**src/rtl/note_player_pkg.sv**
```systemverilog
// Shared widths and state encoding for the note player and its frequency ROM.
package note_player_pkg;

  localparam int unsigned NOTE_WIDTH     = 6;
  localparam int unsigned DURATION_WIDTH = 6;
  localparam int unsigned STEP_WIDTH     = 20;
  localparam int unsigned NP_SWIDTH      = 2;

  typedef enum logic [NP_SWIDTH-1:0] {
    NP_IDLE    = 2'd0,
    NP_LOAD    = 2'd1,
    NP_PLAYING = 2'd2,
    NP_DONE    = 2'd3
  } np_state_e;

endpackage

```
**src/rtl/frequency_rom.sv**
```systemverilog
// Note index to phase-increment ROM, one-cycle synchronous read.
// Step = f * 2^20 / 48000 with note 49 = A4 (440 Hz), equal temperament; entry 0 is a rest.
module frequency_rom
  import note_player_pkg::*;
(
  input  logic                  clk,
  input  logic [NOTE_WIDTH-1:0] addr,
  output logic [STEP_WIDTH-1:0] dout
);

  logic [STEP_WIDTH-1:0] dout_d, dout_q;

  always_comb begin
    dout_d = '0;
    case (addr)
      6'd1:  dout_d = 20'd601;    6'd2:  dout_d = 20'd636;    6'd3:  dout_d = 20'd674;
      6'd4:  dout_d = 20'd714;    6'd5:  dout_d = 20'd757;    6'd6:  dout_d = 20'd802;
      6'd7:  dout_d = 20'd850;    6'd8:  dout_d = 20'd900;    6'd9:  dout_d = 20'd954;
      6'd10: dout_d = 20'd1010;   6'd11: dout_d = 20'd1070;   6'd12: dout_d = 20'd1134;
      6'd13: dout_d = 20'd1201;   6'd14: dout_d = 20'd1273;   6'd15: dout_d = 20'd1349;
      6'd16: dout_d = 20'd1429;   6'd17: dout_d = 20'd1514;   6'd18: dout_d = 20'd1604;
      6'd19: dout_d = 20'd1699;   6'd20: dout_d = 20'd1800;   6'd21: dout_d = 20'd1907;
      6'd22: dout_d = 20'd2021;   6'd23: dout_d = 20'd2141;   6'd24: dout_d = 20'd2268;
      6'd25: dout_d = 20'd2403;   6'd26: dout_d = 20'd2546;   6'd27: dout_d = 20'd2697;
      6'd28: dout_d = 20'd2858;   6'd29: dout_d = 20'd3028;   6'd30: dout_d = 20'd3208;
      6'd31: dout_d = 20'd3398;   6'd32: dout_d = 20'd3600;   6'd33: dout_d = 20'd3815;
      6'd34: dout_d = 20'd4041;   6'd35: dout_d = 20'd4282;   6'd36: dout_d = 20'd4536;
      6'd37: dout_d = 20'd4806;   6'd38: dout_d = 20'd5092;   6'd39: dout_d = 20'd5395;
      6'd40: dout_d = 20'd5715;   6'd41: dout_d = 20'd6055;   6'd42: dout_d = 20'd6415;
      6'd43: dout_d = 20'd6797;   6'd44: dout_d = 20'd7201;   6'd45: dout_d = 20'd7629;
      6'd46: dout_d = 20'd8083;   6'd47: dout_d = 20'd8563;   6'd48: dout_d = 20'd9072;
      6'd49: dout_d = 20'd9612;   6'd50: dout_d = 20'd10184;  6'd51: dout_d = 20'd10789;
      6'd52: dout_d = 20'd11431;  6'd53: dout_d = 20'd12110;  6'd54: dout_d = 20'd12830;
      6'd55: dout_d = 20'd13593;  6'd56: dout_d = 20'd14402;  6'd57: dout_d = 20'd15258;
      6'd58: dout_d = 20'd16165;  6'd59: dout_d = 20'd17127;  6'd60: dout_d = 20'd18145;
      6'd61: dout_d = 20'd19224;  6'd62: dout_d = 20'd20367;  6'd63: dout_d = 20'd21578;
      default: dout_d = '0;
    endcase
  end

  always_ff @(posedge clk) begin
    dout_q <= dout_d;
  end

  assign dout = dout_q;

endmodule

```
**src/rtl/note_player.sv**
```systemverilog
// Note player: latches a note from the song reader, drives its phase step for the
// requested number of beats, then answers with a one-cycle note_done.
module note_player
  import note_player_pkg::*;
(
  input  logic                      clk,
  input  logic                      reset,
  input  logic                      play,
  input  logic                      new_note,
  input  logic [NOTE_WIDTH-1:0]     note,
  input  logic [DURATION_WIDTH-1:0] duration,
  input  logic                      beat,
  output logic [STEP_WIDTH-1:0]     step_size,
  output logic                      note_active,
  output logic                      note_done
);

  np_state_e                 state_d, state_q;
  logic [NOTE_WIDTH-1:0]     note_d, note_q;
  logic [DURATION_WIDTH-1:0] remaining_d, remaining_q;
  logic [STEP_WIDTH-1:0]     tone_d, tone_q;
  logic [STEP_WIDTH-1:0]     step_size_d, step_size_q;
  logic                      note_active_d, note_active_q;
  logic                      note_done_d, note_done_q;
  logic [NOTE_WIDTH-1:0]     rom_addr;
  logic [STEP_WIDTH-1:0]     rom_dout;

  // Look up the incoming note on the strobe edge so its step is ready during LOAD.
  assign rom_addr = new_note ? note : note_q;

  frequency_rom u_frequency_rom (
    .clk  (clk),
    .addr (rom_addr),
    .dout (rom_dout)
  );

  always_comb begin
    state_d     = state_q;
    note_d      = note_q;
    remaining_d = remaining_q;
    tone_d      = tone_q;
    if (new_note) begin
      note_d      = note;
      remaining_d = duration;
    end
    unique case (state_q)
      NP_IDLE: begin
        if (new_note) state_d = NP_LOAD;
      end
      NP_LOAD: begin
        if (new_note) begin
          state_d = NP_LOAD;
        end else if (remaining_q == '0) begin
          state_d = NP_DONE;
        end else begin
          state_d = NP_PLAYING;
          tone_d  = (note_q == '0) ? '0 : rom_dout;
        end
      end
      NP_PLAYING: begin
        // A strobe preempts the note and swallows any beat in the same cycle.
        if (new_note) begin
          state_d = NP_LOAD;
        end else if (beat && play) begin
          remaining_d = remaining_q - DURATION_WIDTH'(1);
          if (remaining_q == DURATION_WIDTH'(1)) state_d = NP_DONE;
        end
      end
      NP_DONE: begin
        state_d = new_note ? NP_LOAD : NP_IDLE;
      end
    endcase
  end

  always_comb begin
    note_active_d = (state_d == NP_PLAYING);
    note_done_d   = (state_d == NP_DONE);
    step_size_d   = (state_d == NP_PLAYING && play) ? tone_d : '0;
  end

  always_ff @(posedge clk or negedge reset) begin
    if (!reset) begin
      state_q       <= NP_IDLE;
      note_q        <= '0;
      remaining_q   <= '0;
      tone_q        <= '0;
      step_size_q   <= '0;
      note_active_q <= 1'b0;
      note_done_q   <= 1'b0;
    end else begin
      state_q       <= state_d;
      note_q        <= note_d;
      remaining_q   <= remaining_d;
      tone_q        <= tone_d;
      step_size_q   <= step_size_d;
      note_active_q <= note_active_d;
      note_done_q   <= note_done_d;
    end
  end

  assign step_size   = step_size_q;
  assign note_active = note_active_q;
  assign note_done   = note_done_q;

endmodule

```
**config.mk**
```make
export PLATFORM = sky130hd
export DESIGN_NAME = note_player
export DESIGN_NICKNAME = d
export VERILOG_FILES = /design/src/rtl/note_player_pkg.sv /design/src/rtl/frequency_rom.sv /design/src/rtl/note_player.sv
export SDC_FILE = /design/constraint.sdc
export NUM_CORES = 1
export LEC_CHECK = 0
export ABC_CLOCK_PERIOD_IN_PS = 4600
export CAP_MARGIN = 15
export CORE_MARGIN = 2
export CORE_UTILIZATION = 55
export DETAILED_ROUTE_END_ITERATION = 10
export HOLD_SLACK_MARGIN = 0.06
export PLACE_DENSITY = 0.77
export SYNTH_ARGS = -nofsm -noshare
export SYNTH_HDL_FRONTEND = slang
export SYNTH_SLANG_ARGS = --single-unit
```
**constraint.sdc**
```tcl
create_clock -name clk -period 4.6 [get_ports clk]
set_input_delay 0.46 -clock clk [delete_from_list [all_inputs] [get_ports clk]]
set_output_delay 0.46 -clock clk [all_outputs]
set_load 0.005 [all_outputs]
```
### Yosys cells after proc, flatten, opt, wreduce, memory -nomap -nowiden

Memory sizes are Yosys's and may differ from the RTL's. A register that Yosys moved wholly into a read port is not among the register bits.
Index checks and enable logic that the tools add are counted.

| word-level totals | value |
|---|---|
| bits in latches | 0 |
| input bits | 17 |
| ROM bits | 960 |
| word-level logic and storage cells | 39 |
| register bits after elaboration | 76 |
| memory bits (writable) | 0 |
| memories | 1 |

Memory list:

| memory | depth | width | rd ports | clocked after memory_dff | wr ports | RTL line | text |
|---|---|---|---|---|---|---|---|
| (name not given) | 64 | 15 | 1 | 1 | 0 | frequency_rom.sv:15 | `case (addr)` |

| operators by class | value |
|---|---|
| equality and inequality tests | 6 |
| add/subtract/negate cells | 1 |
| divide/modulo/power cells | 0 |
| $lt $le $gt $ge | 0 |
| reduce and logical (&&, ||, !) cells | 5 |
| mux-type cells | 18 |
| multipliers | 0 |
| shift-type cells | 0 |
| bitwise operators | 0 |

Operators with widths:

| operator | count |
|---|---|
| $mux W20 | 5 |
| $mux W6 | 5 |
| $logic_not A6 Y1 | 2 |
| $mux W2 | 5 |
| $eq A2 B2 Y1 const B | 4 |
| $pmux W2 S4 | 1 |
| $eq A6 B1 Y1 const B | 1 |
| $sub A6 B1 Y6 const B | 1 |
| $eq A2 B1 Y1 const B | 1 |
| $logic_and A1 B1 Y1 | 2 |
| $logic_not A2 Y1 | 1 |
| $mux W1 | 2 |

### Logic depth before layout (Yosys ltp)

Gate-level depths: netlist of run 1.

| logic depth | value |
|---|---|
| depth in word-level cells | 8 |
| depth in mapped cells | 10 |
| depth with buffers taken out | 8 |

### By module

A second synthesis of run 1 with hierarchy kept.

| second synthesis, totals | value |
|---|---|
| cells, all modules | 421 |
| area total of the unflattened synthesis | 3956.3 um^2 |

By module, submodules not included:

| module | cells an instance | area an instance (um^2) | instances | seq. area each (um^2) |
|---|---|---|---|---|
| note_player | 204 | 2235.9 | 1 | 1401.3 |
| frequency_rom | 217 | 1720.4 | 1 | 300.3 |

### Least setup slack after synthesis of run 1

OpenSTA, ideal clock, no wires.

| path | value |
|---|---|
| path type | input to register |
| from | input port new_note |
| to | register u_frequency_rom.dout_q[8] (netlist: u_frequency_rom.dout[8]) |
| stages | 9 |
| data required time | 4.514 ns |
| arrival time | 2.374 ns |
| buffers on the path | 2 |
| slack | 2.140 ns |
| path through | buf_6 mux2i_1 inv_1 ha_1 clkbuf_1 o21ai_0 o311ai_1 o31ai_1 a221oi_2 |

| between the ends | value |
|---|---|
| cells in the longest elaborated chain, start to end | 1 |

RTL lines:

| what | RTL line | text |
|---|---|---|
| from (decl) | note_player.sv:9 | `input logic new_note,` |
| $mux W6 | - |  |
| to (decl) | frequency_rom.sv:11 | `logic [STEP_WIDTH-1:0] dout_d, dout_q;` |

No other way between the ends.

### Final worst setup path of run 1

| path | value |
|---|---|
| from | input port note[1] |
| to | register u_frequency_rom.dout_q[7] (netlist: u_frequency_rom.dout[7]) |

| between the ends | value |
|---|---|
| cells in the longest elaborated chain, start to end | 1 |

RTL lines:

| what | RTL line | text |
|---|---|---|
| from (decl) | note_player.sv:10 | `input logic [NOTE_WIDTH-1:0] note,` |
| $mux W6 | - |  |

No other way between the ends.

==> impl_metrics.py, run 1 <==
metrics = {
    "status": {
        "run_status": "finished, final reports clean",
    },
    "sta": {
        "period_share": 0.674,
        "setup_tns_ns": 0,
        "slew_headroom": 0.396,
        "layout_min_cycle_time_ns": 3.10,
        "hold_viol_final": 0,
        "max_freq_ghz": 0.323,
        "slew_viol_final": 0,
        "skew_ns": 0.0107,
        "worst_pin_slew_ns": 0.904,
        "setup_viol": 0,
        "hold_ws_ns": 0.233,
        "rsz0062_at_grt": "false",
    },
    "global_routing": {
        "first_global_vias": 3662,
        "overflow": 0,
        "grt.total_usage": 0.281,
        "use_met1": 0.384,
        "antenna_found_initial": 0,
        "grt.met2_usage": 0.434,
        "top_usage_layer": "met2",
        "grt_max_degree": 57,
        "grt_pass1_wl_mm": 19.0,
        "use_met3": 0.0431,
    },
    "placed_design": {
        "placed_cells": 600,
        "dpl-instance-area_sq_mm": 0.00463,
        "gp_congestion": 1.02,
        "dp_hpwl_mm": 7.90,
        "port_buffers": 38,
    },
    "routing": {
        "wl_per_cell_um": 18.8,
        "postRouteAntennaNets": 0,
        "drtPass1Iterations": 7,
        "vias": 3904,
        "drc": 0,
        "routed_wl_mm": 11.6,
        "viasPerCell": 6.34,
        "drt_iter0_markers": 323,
    },
    "setup_path": {
        "crit_family": "buffers and inverters",
        "crit_path_max_incr_delay_ns": 0.57,
        "arrival_ns": 3.32,
        "crit_buf_inv": 2,
        "critPathKind": "in -> reg",
        "cp-start-kind": "input port",
        "worstPathRequired_ns": 4.82,
        "critPathSlowestCell": "clkdlybuf4s50_1",
        "cp_max_fo": 14,
        "end_kind": "register",
        "crit_chain": "clkdlybuf4s50_1 -> mux2i_1 -> inv_1 -> ha_1 -> nand2b_1 -> o21ai_0 -> nor3_1 -> a2111oi_0 -> a221oi_1",
    },
    "die": {
        "core_sq_mm": 0.00765,
        "initial_core_util": 0.564,
        "die-area_sq_mm": 0.00857,
        "fp.dieH_um": 92.6,
        "num_io_pins": 39,
        "rows": 32,
        "die_w_um": 92.6,
    },
    "clock_network": {
        "cts.sinks": 71,
        "ctsResizeCount": 0,
        "cts-root-buf": "clkbuf_8",
        "clkLatencyLatePin_ns": 0.35,
        "clk_pin_slew_ns": 0.09,
        "postCtsHoldBufs": 0,
        "clk_path_buf_depth": 2,
        "cts_tree": "done",
        "h-tree-depth": 3,
        "numCtsBuffers": 9,
        "cts_setup_buffers": 0,
    },
    "logic_synthesis": {
        "netlist-cell-type-count": 66,
        "synth_area_sq_mm": 0.00431,
        "yosysSeqAreaShare": 0.394,
        "synth.avg_cell_area_sq_um": 8.70,
        "syn-num-nets": 524,
        "syn-instance-count": 496,
        "synth_top_flop_cell": "dfrtp_1",
        "synth_edf_count": 0,
        "yosysWarnings": 0,
        "ys_seq_elements": 71,
        "ys_async_sr_fraction": 0.789,
    },
    "flow_run": {
        "drv_cap": 0,
    },
    "cells_and_area": {
        "finalInstanceArea_sq_mm": 0.00482,
        "syn2layout_area_growth_pct": 11.7,
        "nNetsFinal": 537,
        "drive_above_1_share": 0.105,
        "utilization": 0.630,
        "num_antenna_cells": 0,
        "stdcell_count": 616,
    },
    "pwr": {
        "ir_drop_mv": 0.133,
        "p_leak_nw": 2.03,
        "p_per_area_mw_per_mm2": 355,
    },
    "hold_path": {
        "hp-class": "in -> async",
    },
}
-- sequential cells by signal (all words and copies together) (netlist names) --
signal / count
tone_q: 20
u_frequency_rom.dout: 15
note_done: 1
note_active: 1
step_size: 20
note_q: 6
state_q: 2
remaining_q: 6
-- placed cells by master, fill, tap and decap left out, types with 5 or more instances in the layout --
cell type | synthesis | routed
inv_1 | 9 | 9
and2_1 | 7 | 7
o211ai_1 | 9 | 9
ha_1 | 11 | 11
nand2_1 | 78 | 78
xnor2_1 | 5 | 5
nor2b_1 | 5 | 5
buf_4 | 4 | 6
dfxtp_1 | 15 | 15
a31oi_1 | 10 | 10
dfrtp_1 | 56 | 56
mux2i_1 | 14 | 14
clkdlybuf4s50_1 | 0 | 36
a21oi_1 | 29 | 29
nand2b_1 | 9 | 9
o21ai_0 | 28 | 28
clkbuf_8 | 0 | 9
a21oi_2 | 11 | 11
nor2_1 | 28 | 28
a211oi_1 | 12 | 12
a221oi_1 | 5 | 5
nand3_1 | 22 | 22
nor3_1 | 13 | 13
and3_1 | 8 | 8
-- worst register-to-register path, cell delays in order, from the launching register on --
cell and delay, ns:
dfrtp_1 0.52, mux2i_1 0.46, inv_1 0.28, ha_1 0.57, nand2b_1 0.26, o21ai_0 0.16
nor3_1 0.09, a2111oi_0 0.36, a221oi_1 0.08
-- layout make-up --
class,instances,area (sq um)
Tap cell,102,128
Multi-Input combinational cell,369,2330
Fill cell,664,2830
Timing Repair Buffer,44,415
Clock buffer,9,124
Clock inverter,7,63.8
Inverter,14,55.1
Sequential cell,71,1700
-- layer usage --
metal	vias up	wire, um	part of all wire
met3	43	955	0.083
met2	208	5350	0.46
met1	1842	4770	0.41
li1	1811	-	-
met4	0	491	0.042
met5	-	0	0
-- kinds of logic (layout without fill, tap and decap cells) --
family | after synthesis | count (layout) | synth area share
muxes | 20 | 20 | 0.0560
adders and majority gates | 11 | 11 | 0.0319
DFF | 71 | 71 | 0.394
AOI/OAI and AO/OA | 147 | 147 | 0.237
and+or+nand+nor | 183 | 183 | 0.200
xor gates and xnor gates | 8 | 8 | 0.0162
buffers and inverters | 56 | 74 | 0.0650
-- stage by stage --
stage,setup slack [ns],power (mW)
6_report,1.50,1.71
5_1_grt,1.39,1.80
4_1_cts,1.60,1.71
3_5_place_dp,1.22,1.23
3_3_place_gp,1.32,1.23
2_1_floorplan,2.14,1.09
-- synth_stat cells (8+ instances only) --
cell type	n	area, sq um
clkbuf_1	16	60.1
a21oi_1	29	145
and3_1	8	50.1
nor2_1	28	105
dfrtp_1	56	1400
nor3_1	13	65.1
o21ai_0	28	140
mux2i_1	14	140
nand3_1	22	110
o211ai_1	9	67.6
inv_1	9	33.8
a31oi_1	10	62.6
dfxtp_1	15	300
a21oi_2	11	96.3
nand2b_1	9	56.3
a211oi_1	12	90.1
nand2_1	78	293
buf_2	18	90.1
ha_1	11	138
-- power by group --
part           total [mW]  leakage [nW]  internal [mW]  switching (mW)
clock               0.477        0.0903          0.208           0.269
combinational       0.483          1.09          0.178           0.305
sequential          0.752         0.858          0.703          0.0492
-- worst paths after layout --
check | end | from | cells after the start | slack (ns)
setup reg to reg | u_frequency_rom.dout[7]$_DFF_P_ | note_q[1]$_DFF_PN0_ | 8 | 1.69
setup / recovery | u_frequency_rom.dout[7]$_DFF_P_ | note[1] | 9 | 1.50
max in group asynchronous | step_size[0]$_DFF_PN0_ | reset | 2 | 3.91
hold reg to reg | tone_q[1]$_DFF_PN0_ | u_frequency_rom.dout[1]$_DFF_P_ | 2 | 0.47
min in group clk | tone_q[1]$_DFF_PN0_ | u_frequency_rom.dout[1]$_DFF_P_ | 2 | 0.47
hold / removal | remaining_q[2]$_DFF_PN0_ | reset | 2 | 0.23
Power figures use the tool's default switching activity.
==> run 2, diff against run 1 <==
Settings changed: ABC_CLOCK_PERIOD_IN_PS 4600 to 2980.
Clock period 4.6 ns to 2.98 ns, I/O delays scaled along.
==> run 2 against run 1 <==
Effect of this change: combinational power grew 65%; first-iteration DRC count grew 1.5%; non-clock buffer count increased by 21; routed wire length rose by 2.5%; utilization grew 2.0 points; final cell count increased by 3.4%; final area grew 3.2%; clock skew grew 0.0050 ns; largest cell class unchanged; highest routed layer unchanged.
==> impl_metrics.py, run 2 (synthesis results as in run 1) <==
metrics = {
    "placed_design": {
        "dp_hpwl_mm": 8.28,
        "port_buffers": 38,
        "gp_congestion": 1.03,
    },
    "sta": {
        "skew_ns": 0.0158,
        "setup_tns_ns": 0,
        "period_share": 0.852,
        "layout_min_cycle_time_ns": 2.54,
        "worst_pin_slew_ns": 0.708,
        "slew_headroom": 0.525,
        "hold_ws_ns": 0.460,
        "hold_viol_final": 0,
        "slew_viol_final": 0,
        "max_freq_ghz": 0.394,
        "rsz0062_at_grt": "false",
        "setup_viol": 0,
    },
    "global_routing": {
        "grt.total_usage": 0.284,
        "first_global_vias": 3731,
        "antenna_found_initial": 0,
        "grt_pass1_wl_mm": 18.9,
        "overflow": 0,
        "grt_max_degree": 32,
    },
    "die": {
        "core_sq_mm": 0.00765,
        "die-area_sq_mm": 0.00857,
        "initial_core_util": 0.564,
        "fp.dieH_um": 92.6,
        "rows": 32,
        "num_io_pins": 39,
        "die_w_um": 92.6,
    },
    "routing": {
        "drc": 0,
        "vias": 3975,
        "drtPass1Iterations": 6,
        "routed_wl_mm": 11.8,
        "wl_per_cell_um": 18.6,
        "viasPerCell": 6.24,
        "postRouteAntennaNets": 0,
        "drt_iter0_markers": 328,
    },
    "pwr": {
        "p_seq_frac": 0.433,
        "p_int_mw": 1.71,
        "swShare": 0.360,
        "p_per_area_mw_per_mm2": 536,
        "ir_drop_mv": 0.225,
        "pwr-share-clk": 0.269,
        "combPwrFrac": 0.298,
        "p_leak_nw": 2.13,
        "switchingPower_mw": 0.958,
    },
    "clock_network": {
        "cts_setup_buffers": 0,
        "clk_pin_slew_ns": 0.09,
        "clkLatencyLatePin_ns": 0.35,
        "ctsResizeCount": 0,
        "postCtsHoldBufs": 1,
        "h-tree-depth": 3,
        "cts-root-buf": "clkbuf_8",
        "clk_path_buf_depth": 2,
        "numCtsBuffers": 9,
        "cts_tree": "done",
        "cts.sinks": 71,
    },
    "cells_and_area": {
        "final_common_cell": "nand2_1",
        "fillers": 617,
        "drive_above_1_share": 0.138,
        "syn2layout_area_growth_pct": 15.3,
        "num_antenna_cells": 0,
        "nNetsFinal": 558,
        "utilization": 0.651,
        "final_cell_mix": "78 x nand2_1, 56 x dfrtp_1, 36 x clkdlybuf4s50_1, 29 x a21oi_1",
    },
    "flow_run": {
        "drv_cap": 0,
    },
    "hold_path": {
        "hold_start": "u_frequency_rom.dout[0]$_DFF_P_",
        "hp-class": "reg -> reg",
    },
    "setup_path": {
        "worstPathRequired_ns": 3.24,
        "cp_max_fo": 11,
        "crit_path_max_incr_delay_ns": 0.53,
        "cp-start-kind": "register",
        "end_kind": "register",
        "r2r_start": "note_q[0]$_DFF_PN0_",
        "critPathSlowestCell": "dfrtp_1",
        "crit_start": "note_q[0]$_DFF_PN0_",
        "crit_chain": "mux2_2 -> inv_1 -> ha_1 -> nand2b_1 -> and3_1 -> a311oi_1 -> a221oi_1 -> a22oi_1",
        "arrival_ns": 2.80,
        "critPathKind": "reg -> reg",
    },
    "status": {
        "run_status": "finished, final reports clean",
    },
}
## run 2: final timing paths
path	to	depth (start not counted)	slack, ns
worst max-delay path	u_frequency_rom.dout[4]$_DFF_P_	8	0.44
worst min-delay path	tone_q[0]$_DFF_PN0_	2	0.46
worst max register to register	u_frequency_rom.dout[4]$_DFF_P_	8	0.44
worst min register to register	tone_q[0]$_DFF_PN0_	2	0.46
max in group asynchronous	tone_q[10]$_DFF_PN0_	3	1.69
min in group asynchronous	tone_q[17]$_DFF_PN0_	2	0.52
## run 2: final cells by class
cell class                      count  area [sq um]  share of cell area
Timing Repair Buffer               65           576               0.116
Multi-Input combinational cell    369          2330               0.469
Tap cell                          102           128              0.0256
Clock buffer                        9           124              0.0249
Inverter                           14          55.1              0.0111
Sequential cell                    71          1700               0.342
Clock inverter                      7          60.1              0.0121
## run 2: metal layers
| layer | vias to the layer above | routed length (um) | GRT usage |
|---|---|---|---|
| met5 | - | 0 | 0 |
| met1 | 1837 | 4860 | 0.379 |
| met3 | 57 | 1070 | 0.0586 |
| met4 | 0 | 535 | 0.160 |
| li1 | 1862 | - | - |
| met2 | 219 | 5380 | 0.431 |
## run 2: critical path, delay by kind of cell (launching register included)
family / cells / cell delay, ns
and+or+nand+nor: 2 / 0.34
AOI/OAI and AO/OA: 3 / 0.53
buffers and inverters: 1 / 0.26
DFF: 1 / 0.53
adders and majority gates: 1 / 0.39
muxes: 1 / 0.41
## run 2: power by group through the flow
stage	clock network, mW	logic [mW]	registers (mW)
3_3_place_gp	0	0.760	1.17
4_1_cts	0.725	0.774	1.15
5_1_grt	0.778	0.865	1.16
6_report	0.717	0.795	1.15
3_5_place_dp	0	0.771	1.17
2_1_floorplan	0	0.545	1.14
## run 2: through the flow
step / worst slack (ns) / cell area [sq um] / cells / power, mW
2_1_floorplan: 0.682 / 4310 / 496 / 1.69
3_3_place_gp: 0.400 / 4780 / 620 / 1.93
6_report: 0.442 / 4980 / 637 / 2.66
5_1_grt: 0.327 / 4980 / 637 / 2.81
3_5_place_dp: 0.369 / 4780 / 620 / 1.94
4_1_cts: 0.509 / 4980 / 637 / 2.65
==> run 3, diff against run 2 <==
Settings changed: SLEW_MARGIN set to 20.
==> results of run 3 <==
No change in the layout: final DEF, timing and power equal those of run 2.
